==> config.mk <==
export PLATFORM = sky130hd
export DESIGN_NAME = mips_multicycle_control
export DESIGN_NICKNAME = d
export VERILOG_FILES = /design/src/rtl/mips_pkg.sv /design/src/rtl/mips_control_decode.sv /design/src/rtl/mips_multicycle_control.sv
export SDC_FILE = /design/constraint.sdc
export NUM_CORES = 1
export LEC_CHECK = 0
export ABC_AREA = 1
export CAP_MARGIN = 5
export CELL_PAD_IN_SITES_DETAIL_PLACEMENT = 1
export CELL_PAD_IN_SITES_GLOBAL_PLACEMENT = 1
export CORE_ASPECT_RATIO = 1.4
export CORE_UTILIZATION = 36
export CTS_BUF_LIST = sky130_fd_sc_hd__clkbuf_4 sky130_fd_sc_hd__clkbuf_8
export CTS_CLUSTER_DIAMETER = 50
export DETAILED_ROUTE_END_ITERATION = 12
export DONT_BUFFER_PORTS = 1
export PLACE_DENSITY_LB_ADDON = 0.1
export SETUP_SLACK_MARGIN = 0.15
export SLEW_MARGIN = 20
export SYNTH_ARGS = -nofsm -noshare
export SYNTH_HDL_FRONTEND = slang
export SYNTH_HIERARCHICAL = 1
export SYNTH_SLANG_ARGS = --single-unit
export TNS_END_PERCENT = 20
==> constraint.sdc <==
create_clock -name clk -period 1.5 [get_ports clk]
set_clock_uncertainty 0.1 [all_clocks]
set_input_delay 0.3 -clock clk [delete_from_list [all_inputs] [get_ports clk]]
set_output_delay 0.3 -clock clk [all_outputs]
set_load 0.02 [all_outputs]
==> src/rtl/mips_pkg.sv <==
// Shared definitions for the multi-cycle MIPS control path.
// Holds the state encoding, opcode/funct constants, datapath select encodings
// and the packed control-word struct. The PC-source resolver imports the same constants.
package mips_pkg;

    typedef enum logic [3:0] {
        S_FETCH    = 4'd0,
        S_DECODE   = 4'd1,
        S_MEM_ADDR = 4'd2,
        S_MEM_RD   = 4'd3,
        S_MEM_WB   = 4'd4,
        S_MEM_WR   = 4'd5,
        S_R_EXEC   = 4'd6,
        S_R_WB     = 4'd7,
        S_BRANCH   = 4'd8,
        S_JUMP     = 4'd9,
        S_I_EXEC   = 4'd10,
        S_I_WB     = 4'd11,
        S_JR       = 4'd12
    } state_e;

    localparam logic [5:0] OP_RTYPE = 6'b000000;
    localparam logic [5:0] OP_LW    = 6'b100011;
    localparam logic [5:0] OP_SW    = 6'b101011;
    localparam logic [5:0] OP_BEQ   = 6'b000100;
    localparam logic [5:0] OP_BNE   = 6'b000101;
    localparam logic [5:0] OP_J     = 6'b000010;
    localparam logic [5:0] OP_JAL   = 6'b000011;
    localparam logic [5:0] OP_ADDI  = 6'b001000;
    localparam logic [5:0] FUNCT_JR = 6'b001000;

    localparam logic [1:0] PCSRC_SEQ  = 2'b00;
    localparam logic [1:0] PCSRC_BEQ  = 2'b01;
    localparam logic [1:0] PCSRC_BNE  = 2'b10;
    localparam logic [1:0] PCSRC_JUMP = 2'b11;

    localparam logic [1:0] ALUOP_ADD   = 2'b00;
    localparam logic [1:0] ALUOP_SUB   = 2'b01;
    localparam logic [1:0] ALUOP_FUNCT = 2'b10;

    localparam logic [1:0] ALUB_RT     = 2'b00;
    localparam logic [1:0] ALUB_FOUR   = 2'b01;
    localparam logic [1:0] ALUB_IMM    = 2'b10;
    localparam logic [1:0] ALUB_IMMSH2 = 2'b11;

    localparam logic [1:0] REGDST_RT = 2'b00;
    localparam logic [1:0] REGDST_RD = 2'b01;
    localparam logic [1:0] REGDST_RA = 2'b10;

    localparam logic [1:0] M2R_ALU = 2'b00;
    localparam logic [1:0] M2R_MDR = 2'b01;
    localparam logic [1:0] M2R_PC  = 2'b10;

    typedef struct packed {
        logic       mem_req;
        logic       mem_write;
        logic       ir_write;
        logic       pc_write;
        logic       pc_write_cond;
        logic [1:0] pc_source;
        logic       i_or_d;
        logic       alu_src_a;
        logic [1:0] alu_src_b;
        logic [1:0] alu_op;
        logic       reg_write;
        logic [1:0] reg_dst;
        logic [1:0] mem_to_reg;
        logic       illegal_op;
    } ctrl_t;

    // Dispatch target out of DECODE; unknown opcodes fall back to FETCH.
    function automatic state_e decode_dispatch(input logic [5:0] op, input logic [5:0] fn);
        state_e s;
        case (op)
            OP_RTYPE:      s = (fn == FUNCT_JR) ? S_JR : S_R_EXEC;
            OP_LW, OP_SW:  s = S_MEM_ADDR;
            OP_BEQ, OP_BNE: s = S_BRANCH;
            OP_J, OP_JAL:  s = S_JUMP;
            OP_ADDI:       s = S_I_EXEC;
            default:       s = S_FETCH;
        endcase
        return s;
    endfunction

    function automatic logic op_is_legal(input logic [5:0] op);
        return (op == OP_RTYPE) || (op == OP_LW) || (op == OP_SW) ||
               (op == OP_BEQ) || (op == OP_BNE) || (op == OP_J) ||
               (op == OP_JAL) || (op == OP_ADDI);
    endfunction

endpackage

==> src/rtl/mips_control_decode.sv <==
// Combinational state-to-control-word decoder for the multi-cycle MIPS FSM.
// Ports: i_state (current FSM state), i_opcode (IR[31:26]), i_mem_ready (memory handshake),
//        o_ctrl (all datapath enables/selects). Zero latency; only FETCH looks at i_mem_ready.
module mips_control_decode
    import mips_pkg::*;
(
    input  state_e     i_state,
    input  logic [5:0] i_opcode,
    input  logic       i_mem_ready,
    output ctrl_t      o_ctrl
);

    always_comb begin
        o_ctrl = '0;
        case (i_state)
            S_FETCH: begin
                o_ctrl.mem_req   = 1'b1;
                o_ctrl.alu_src_b = ALUB_FOUR;
                // IR load and PC+4 commit only in the cycle the fetch completes.
                o_ctrl.ir_write  = i_mem_ready;
                o_ctrl.pc_write  = i_mem_ready;
            end
            S_DECODE: begin
                o_ctrl.alu_src_b  = ALUB_IMMSH2;
                o_ctrl.illegal_op = !op_is_legal(i_opcode);
            end
            S_MEM_ADDR: begin
                o_ctrl.alu_src_a = 1'b1;
                o_ctrl.alu_src_b = ALUB_IMM;
            end
            S_MEM_RD: begin
                o_ctrl.mem_req = 1'b1;
                o_ctrl.i_or_d  = 1'b1;
            end
            S_MEM_WB: begin
                o_ctrl.reg_write  = 1'b1;
                o_ctrl.mem_to_reg = M2R_MDR;
            end
            S_MEM_WR: begin
                o_ctrl.mem_req   = 1'b1;
                o_ctrl.mem_write = 1'b1;
                o_ctrl.i_or_d    = 1'b1;
            end
            S_R_EXEC: begin
                o_ctrl.alu_src_a = 1'b1;
                o_ctrl.alu_op    = ALUOP_FUNCT;
            end
            S_R_WB: begin
                o_ctrl.reg_write = 1'b1;
                o_ctrl.reg_dst   = REGDST_RD;
            end
            S_BRANCH: begin
                o_ctrl.alu_src_a     = 1'b1;
                o_ctrl.alu_op        = ALUOP_SUB;
                o_ctrl.pc_write_cond = 1'b1;
                // beq/bne differ only in opcode bit 0.
                o_ctrl.pc_source     = i_opcode[0] ? PCSRC_BNE : PCSRC_BEQ;
            end
            S_JUMP: begin
                o_ctrl.pc_write  = 1'b1;
                o_ctrl.pc_source = PCSRC_JUMP;
                if (i_opcode == OP_JAL) begin
                    // PC already holds PC+4 from FETCH, so it is the link value.
                    o_ctrl.reg_write  = 1'b1;
                    o_ctrl.reg_dst    = REGDST_RA;
                    o_ctrl.mem_to_reg = M2R_PC;
                end
            end
            S_I_EXEC: begin
                o_ctrl.alu_src_a = 1'b1;
                o_ctrl.alu_src_b = ALUB_IMM;
            end
            S_I_WB: begin
                o_ctrl.reg_write = 1'b1;
            end
            S_JR: begin
                o_ctrl.pc_write  = 1'b1;
                o_ctrl.pc_source = PCSRC_JUMP;
            end
            default: o_ctrl = '0;
        endcase
    end

endmodule

==> src/rtl/mips_multicycle_control.sv <==
// Main control FSM of the multi-cycle MIPS core: sequences fetch/decode/execute/mem/write-back.
// Ports: clk, reset (sync, active-high), opcode/funct from IR, mem_ready handshake in;
//        memory request, datapath enables/selects, illegal_op pulse and state_dbg out.
module mips_multicycle_control
    import mips_pkg::*;
#(
    parameter logic [3:0] RESET_STATE = 4'd0
) (
    input  logic       clk,
    input  logic       reset,
    input  logic [5:0] opcode,
    input  logic [5:0] funct,
    input  logic       mem_ready,
    output logic       mem_req,
    output logic       mem_write,
    output logic       ir_write,
    output logic       pc_write,
    output logic       pc_write_cond,
    output logic [1:0] pc_source,
    output logic       i_or_d,
    output logic       alu_src_a,
    output logic [1:0] alu_src_b,
    output logic [1:0] alu_op,
    output logic       reg_write,
    output logic [1:0] reg_dst,
    output logic [1:0] mem_to_reg,
    output logic       illegal_op,
    output logic [3:0] state_dbg
);

    state_e r_state;
    state_e w_next;
    ctrl_t  w_ctrl;
    ctrl_t  w_out;

    always_ff @(posedge clk) begin
        if (reset) r_state <= state_e'(RESET_STATE);
        else       r_state <= w_next;
    end

    always_comb begin
        w_next = S_FETCH;
        case (r_state)
            S_FETCH:    w_next = mem_ready ? S_DECODE : S_FETCH;
            S_DECODE:   w_next = decode_dispatch(opcode, funct);
            S_MEM_ADDR: w_next = (opcode == OP_LW) ? S_MEM_RD : S_MEM_WR;
            S_MEM_RD:   w_next = mem_ready ? S_MEM_WB : S_MEM_RD;
            S_MEM_WR:   w_next = mem_ready ? S_FETCH : S_MEM_WR;
            S_R_EXEC:   w_next = S_R_WB;
            S_I_EXEC:   w_next = S_I_WB;
            // Write-back, branch, jump, jr and unreachable encodings all return to FETCH.
            default:    w_next = S_FETCH;
        endcase
    end

    mips_control_decode u_decode (
        .i_state     (r_state),
        .i_opcode    (opcode),
        .i_mem_ready (mem_ready),
        .o_ctrl      (w_ctrl)
    );

    // Reset blanks every output in the cycle it is sampled, so an abandoned
    // instruction cannot leak a write enable or keep a memory request alive.
    assign w_out     = reset ? '0 : w_ctrl;
    assign state_dbg = reset ? 4'd0 : r_state;

    assign mem_req       = w_out.mem_req;
    assign mem_write     = w_out.mem_write;
    assign ir_write      = w_out.ir_write;
    assign pc_write      = w_out.pc_write;
    assign pc_write_cond = w_out.pc_write_cond;
    assign pc_source     = w_out.pc_source;
    assign i_or_d        = w_out.i_or_d;
    assign alu_src_a     = w_out.alu_src_a;
    assign alu_src_b     = w_out.alu_src_b;
    assign alu_op        = w_out.alu_op;
    assign reg_write     = w_out.reg_write;
    assign reg_dst       = w_out.reg_dst;
    assign mem_to_reg    = w_out.mem_to_reg;
    assign illegal_op    = w_out.illegal_op;

endmodule

Word-level counts from Yosys, hierarchy flattened

Index checks and enable logic that the tools add are counted.

Input bits: 15
Logic and storage cells: 65
ROM bits: 0
Memory bits (writable): 0
Memories kept: 0
Bits in latches: 0
Register bits after elaboration: 4

Mux-type cells: 25
Magnitude comparators: 0
Bitwise gates (word level): 0
Equality and inequality tests: 20
Reduce and logical (&&, ||, !) cells: 19
Shift operators: 0
Div/mod/pow operators: 0
Multipliers: 0
Add/subtract/negate cells: 0

Operators by type and width:

| operator                                                         | number |
|---|---|
| 4-bit case mux with 7 select lines                               | 1 |
| 4-bit == test (second input constant)                            | 5 |
| 4-bit case mux with 5 select lines                               | 1 |
| 19-bit two-way mux                                               | 1 |
| 4-bit by 3-bit == test with 1-bit output (second input constant) | 4 |
| 2-bit case mux with 2 select lines                               | 4 |
| 6-bit by 2-bit == test with 1-bit output (second input constant) | 2 |
| 6-bit by 3-bit == test with 1-bit output (second input constant) | 2 |
| 6-bit by 4-bit == test with 1-bit output (second input constant) | 2 |
| 6-bit == test (second input constant)                            | 2 |
| 2-bit OR reduction                                               | 6 |
| 3-bit two-way mux                                                | 3 |
| 4-bit by 2-bit == test with 1-bit output (second input constant) | 2 |
| 1-bit two-way mux                                                | 8 |
| 4-bit two-way mux                                                | 2 |
| 1-bit logical OR                                                 | 7 |
| 6-bit zero test                                                  | 1 |
| 2-bit case mux with 3 select lines                               | 1 |
| 3-bit OR reduction                                               | 2 |
| 5-bit two-way mux                                                | 1 |
| 4-bit by 1-bit == test with 1-bit output (second input constant) | 1 |
| 4-bit zero test                                                  | 1 |
| 1-bit case mux with 2 select lines                               | 2 |
| 4-bit OR reduction                                               | 1 |
| other kinds (2)                                                  | 2 |

Logic depth before layout (Yosys ltp)

Gate-level depths: netlist of run 1.

Word-level depth: 11
Gate-level depth with buffers: 9

Modules after synthesis

The synthesis of run 1 kept the hierarchy.

By module, submodules not included:

| module                  | seq. area each (um2) | cells each | area each (um2) | times used |
|---|---|---|---|---|
| mips_multicycle_control | 80.1                 | 120        | 600.6           | 1 |
| mips_control_decode     | 0.0                  | 68         | 325.3           | 1 |

Least setup slack after synthesis of run 1

Ideal clock, no wire load.

Path type: reg2out
Start: reg r_state[0]
End: out reg_write
Path buffers: 0
Path slack: -0.147 ns
Cell stages (with the launch flop): 7
Arrival: 1.247 ns
Path through: dfxtp_1 nand2_4 nor2_4 nand3_2 nand2_1 inv_1 nor2_1

RTL lines:

| item                     | line                          | RTL |
|---|---|---|
| start: declaration       | mips_multicycle_control.sv:31 | `state_e r_state;` |
| start signal: assignment | mips_multicycle_control.sv:37 | `if (reset) r_state <= state_e'(RESET_STATE);` |
| start signal: assignment | mips_multicycle_control.sv:38 | `else r_state <= w_next;` |
| end: declaration         | mips_multicycle_control.sv:24 | `output logic reg_write,` |

==> results.json, run 1 <==
{
  "synthDistinctLibCells": 25,
  "fin_crit_sh": 1.18,
  "yosys_warnings": 6,
  "path_clk_slew_ns": 0.04,
  "use_met1": 0.238,
  "p_leak_nw": 0.619,
  "cp-startpoint": "r_state[0]",
  "max_cap_viol_count": 0,
  "reg2reg_slack_ns": 0.08,
  "drt_iter0_drc": 13,
  "rsz0062_at_grt": "true",
  "cp-start-kind": "flip-flop",
  "drt-pass1-iter-count": 6,
  "synthesis.nets": 203,
  "die-area_mm2": 0.00278,
  "worst-slew-pin-transition_ns": 0.368,
  "via_count": 1148,
  "cts_sinks": 4,
  "grt.total_usage": 0.222,
  "die_h_um": 62.0,
  "detail_route.wl_per_cell_um": 12.9,
  "synth_seq_area_share": 0.0865,
  "final_area_mm2": 0.00132,
  "largest-register": "r_state",
  "final_hold_viol_count": 0,
  "met3_usage": 0.0202,
  "slew_headroom": 0.753,
  "hp-class": "in2reg",
  "fin_ws_ns": -0.273,
  "path_max_fanout": 5,
  "clk_latency_ns": 0.24,
  "period_needed_ns": 1.77,
  "final.setup.tns_ns": -3.49,
  "largestRegisters": "r_state (4)",
  "p_per_area_mw_per_mm2": 298,
  "clockRootBuffer": "clkbuf_4",
  "gp_congestion": 0.882,
  "violations": "setup timing",
  "arrival_ns": 1.37,
  "cts_tree": "built",
  "r2r-start": "r_state[2]",
  "gr-max-usage-layer": "met2",
  "io_buffer_count": 0,
  "overflow": 0,
  "setup_violations": 19,
  "detailed_place_hpwl_um": 2120,
  "dieWidth_um": 44.9,
  "area_delta_synth_final_pct": 42.3,
  "final_max_slew_viol_count": 0,
  "largest_reg_flops": 4,
  "grt_pass1_wl_um": 4640,
  "end_kind": "output port",
  "yosys_register_bits": 4,
  "io_pins": 38,
  "min_from": "reset",
  "netlist_instances": 188,
  "design.core.area_mm2": 0.00242,
  "synth_area_um2": 926,
  "fmax_mhz": 564,
  "clockBufferDepth": 2,
  "criticalPathCategory": "reg2out",
  "syn_avg_cell_area_um2": 4.92,
  "finalWirelength_um": 3070,
  "placed_cell_area_mm2": 0.00110,
  "vias_per_cell": 4.84,
  "drive_above_1_share": 0.433,
  "ant_nets": 0,
  "grt_util_met2": 0.443,
  "start_util": 0.383,
  "row_count": 21,
  "drc": 0,
  "htree_levels": 1,
  "numCtsBuffers": 3,
  "grt_pass1_vias": 1125,
  "peakVddDrop_mv": 0.227,
  "grt_max_degree": 28,
  "worst_ep_required_time_ns": 1.10,
  "antenna_cells": 0,
  "finalNetCount": 220,
  "status": "finished, violations left",
  "antenna_found_initial": 0
}
-- path summary, 6_finish.rpt --
path / endpoint / cells past startpoint
setup reg to reg: r_state[1] / 9
hold / removal: r_state[0] / 1
hold reg to reg: r_state[3] / 5
setup / recovery: pc_source[0] / 6
-- critical path, stage by stage (launching register included) --
cell	delay [ns]
dfxtp_4	0.36
nor2_4	0.17
nand3_2	0.13
or2_0	0.21
nand2_1	0.07
inv_2	0.04
nor2_4	0.14
-- repair_timing --
item,CTS,global route
hold buffers,0,0
pin swaps,11,14
buffers inserted,4,3
setup endpoints to repair,24,27
gates resized for setup,27,24
-- metrics by stage --
step	utilization	instances	total power [W]	hold slack (ns)	setup WS [ns]
3_3_place_gp	0.453	227	0.000223	0.266	0.0263
5_1_grt	0.545	237	0.000419	0.0174	-0.352
2_1_floorplan	-	188	0.000222	0.464	0.0819
6_report	0.545	237	0.000393	0.0322	-0.273
3_5_place_dp	0.453	227	0.000226	0.265	-0.000463
4_1_cts	0.510	234	0.000386	0.0134	-0.228
-- layout by cell type, fill, tap and decap left out, types with 2 or more instances in the layout --
cell,instances
inv_1,31
nor2_1,30
nand2_1,30
nor2_4,24
inv_2,18
buf_4,12
nand3_1,9
nand2_2,5
nand4_1,5
nor2_2,4
buf_6,4
dfxtp_4,4
inv_4,3
clkbuf_4,3
nor3_2,2
nand3_2,2
a21oi_1,2
nand2_4,2
nand3_4,2
or2_1,2
-- power by group --
| part | switching, W | internal, W | leakage (nW) | total [W] |
|---|---|---|---|---|
| Sequential | 0.00000568 | 0.000104 | 0.0355 | 0.000110 |
| Clock | 0.0000502 | 0.0000899 | 0.0138 | 0.000140 |
| Combinational | 0.0000874 | 0.0000558 | 0.570 | 0.000143 |
| Total | 0.000143 | 0.000250 | 0.619 | 0.000393 |
-- area by class of cell --
class	count	area, um^2
Sequential cell	4	95.1
Clock buffer	3	22.5
Fill cell	367	1100
Timing Repair Buffer	16	135
Tap cell	34	42.5
Inverter	52	203
Multi-Input combinational cell	128	820
-- kinds of logic after synthesis --
group	synth area share
compound gates	0.0554
buf+inv	0.235
flops	0.0865
simple gates	0.623
-- layer usage --
metal | wire [um] | share of wire
met1 | 1180 | 0.38
met2 | 1790 | 0.58
met3 | 62 | 0.020
met4 | 41 | 0.013
met5 | 0 | 0
-- synthesized netlist by cell type --
library cell / count / area, um^2
nor2_1: 50 / 188
inv_1: 47 / 176
nand2_1: 34 / 128
nand3_1: 10 / 50.1
inv_2: 5 / 18.8
nand4_1: 5 / 31.3
nor2_4: 5 / 56.3
dfxtp_1: 4 / 80.1
a21oi_1: 3 / 15.0
buf_2: 3 / 15.0
nand3_2: 3 / 30.0
nor2_2: 3 / 18.8
nand2_2: 2 / 12.5
nor3_2: 2 / 20.0
or2_1: 2 / 12.5
a21oi_2: 1 / 8.76
buf_4: 1 / 7.51
nand2_4: 1 / 11.3
nand3b_1: 1 / 7.51
nor3_1: 1 / 5.00
o211ai_1: 1 / 7.51
o21ai_1: 1 / 5.00
o21ai_2: 1 / 8.76
o22ai_1: 1 / 6.26
or2_0: 1 / 6.26
No activity file was read; power rests on OpenSTA's default activity.
==> run 2, diff against run 1 <==
--- a/config.mk
+++ b/config.mk
@@ -13,6 +13,7 @@
 export CORE_UTILIZATION = 36
 export CTS_BUF_LIST = sky130_fd_sc_hd__clkbuf_4 sky130_fd_sc_hd__clkbuf_8
 export CTS_CLUSTER_DIAMETER = 50
+export CTS_CLUSTER_SIZE = 10
 export DETAILED_ROUTE_END_ITERATION = 12
 export DONT_BUFFER_PORTS = 1
 export PLACE_DENSITY_LB_ADDON = 0.1
==> results of run 2 <==
The final DEF is identical to that of run 1; final timing and power are the same.
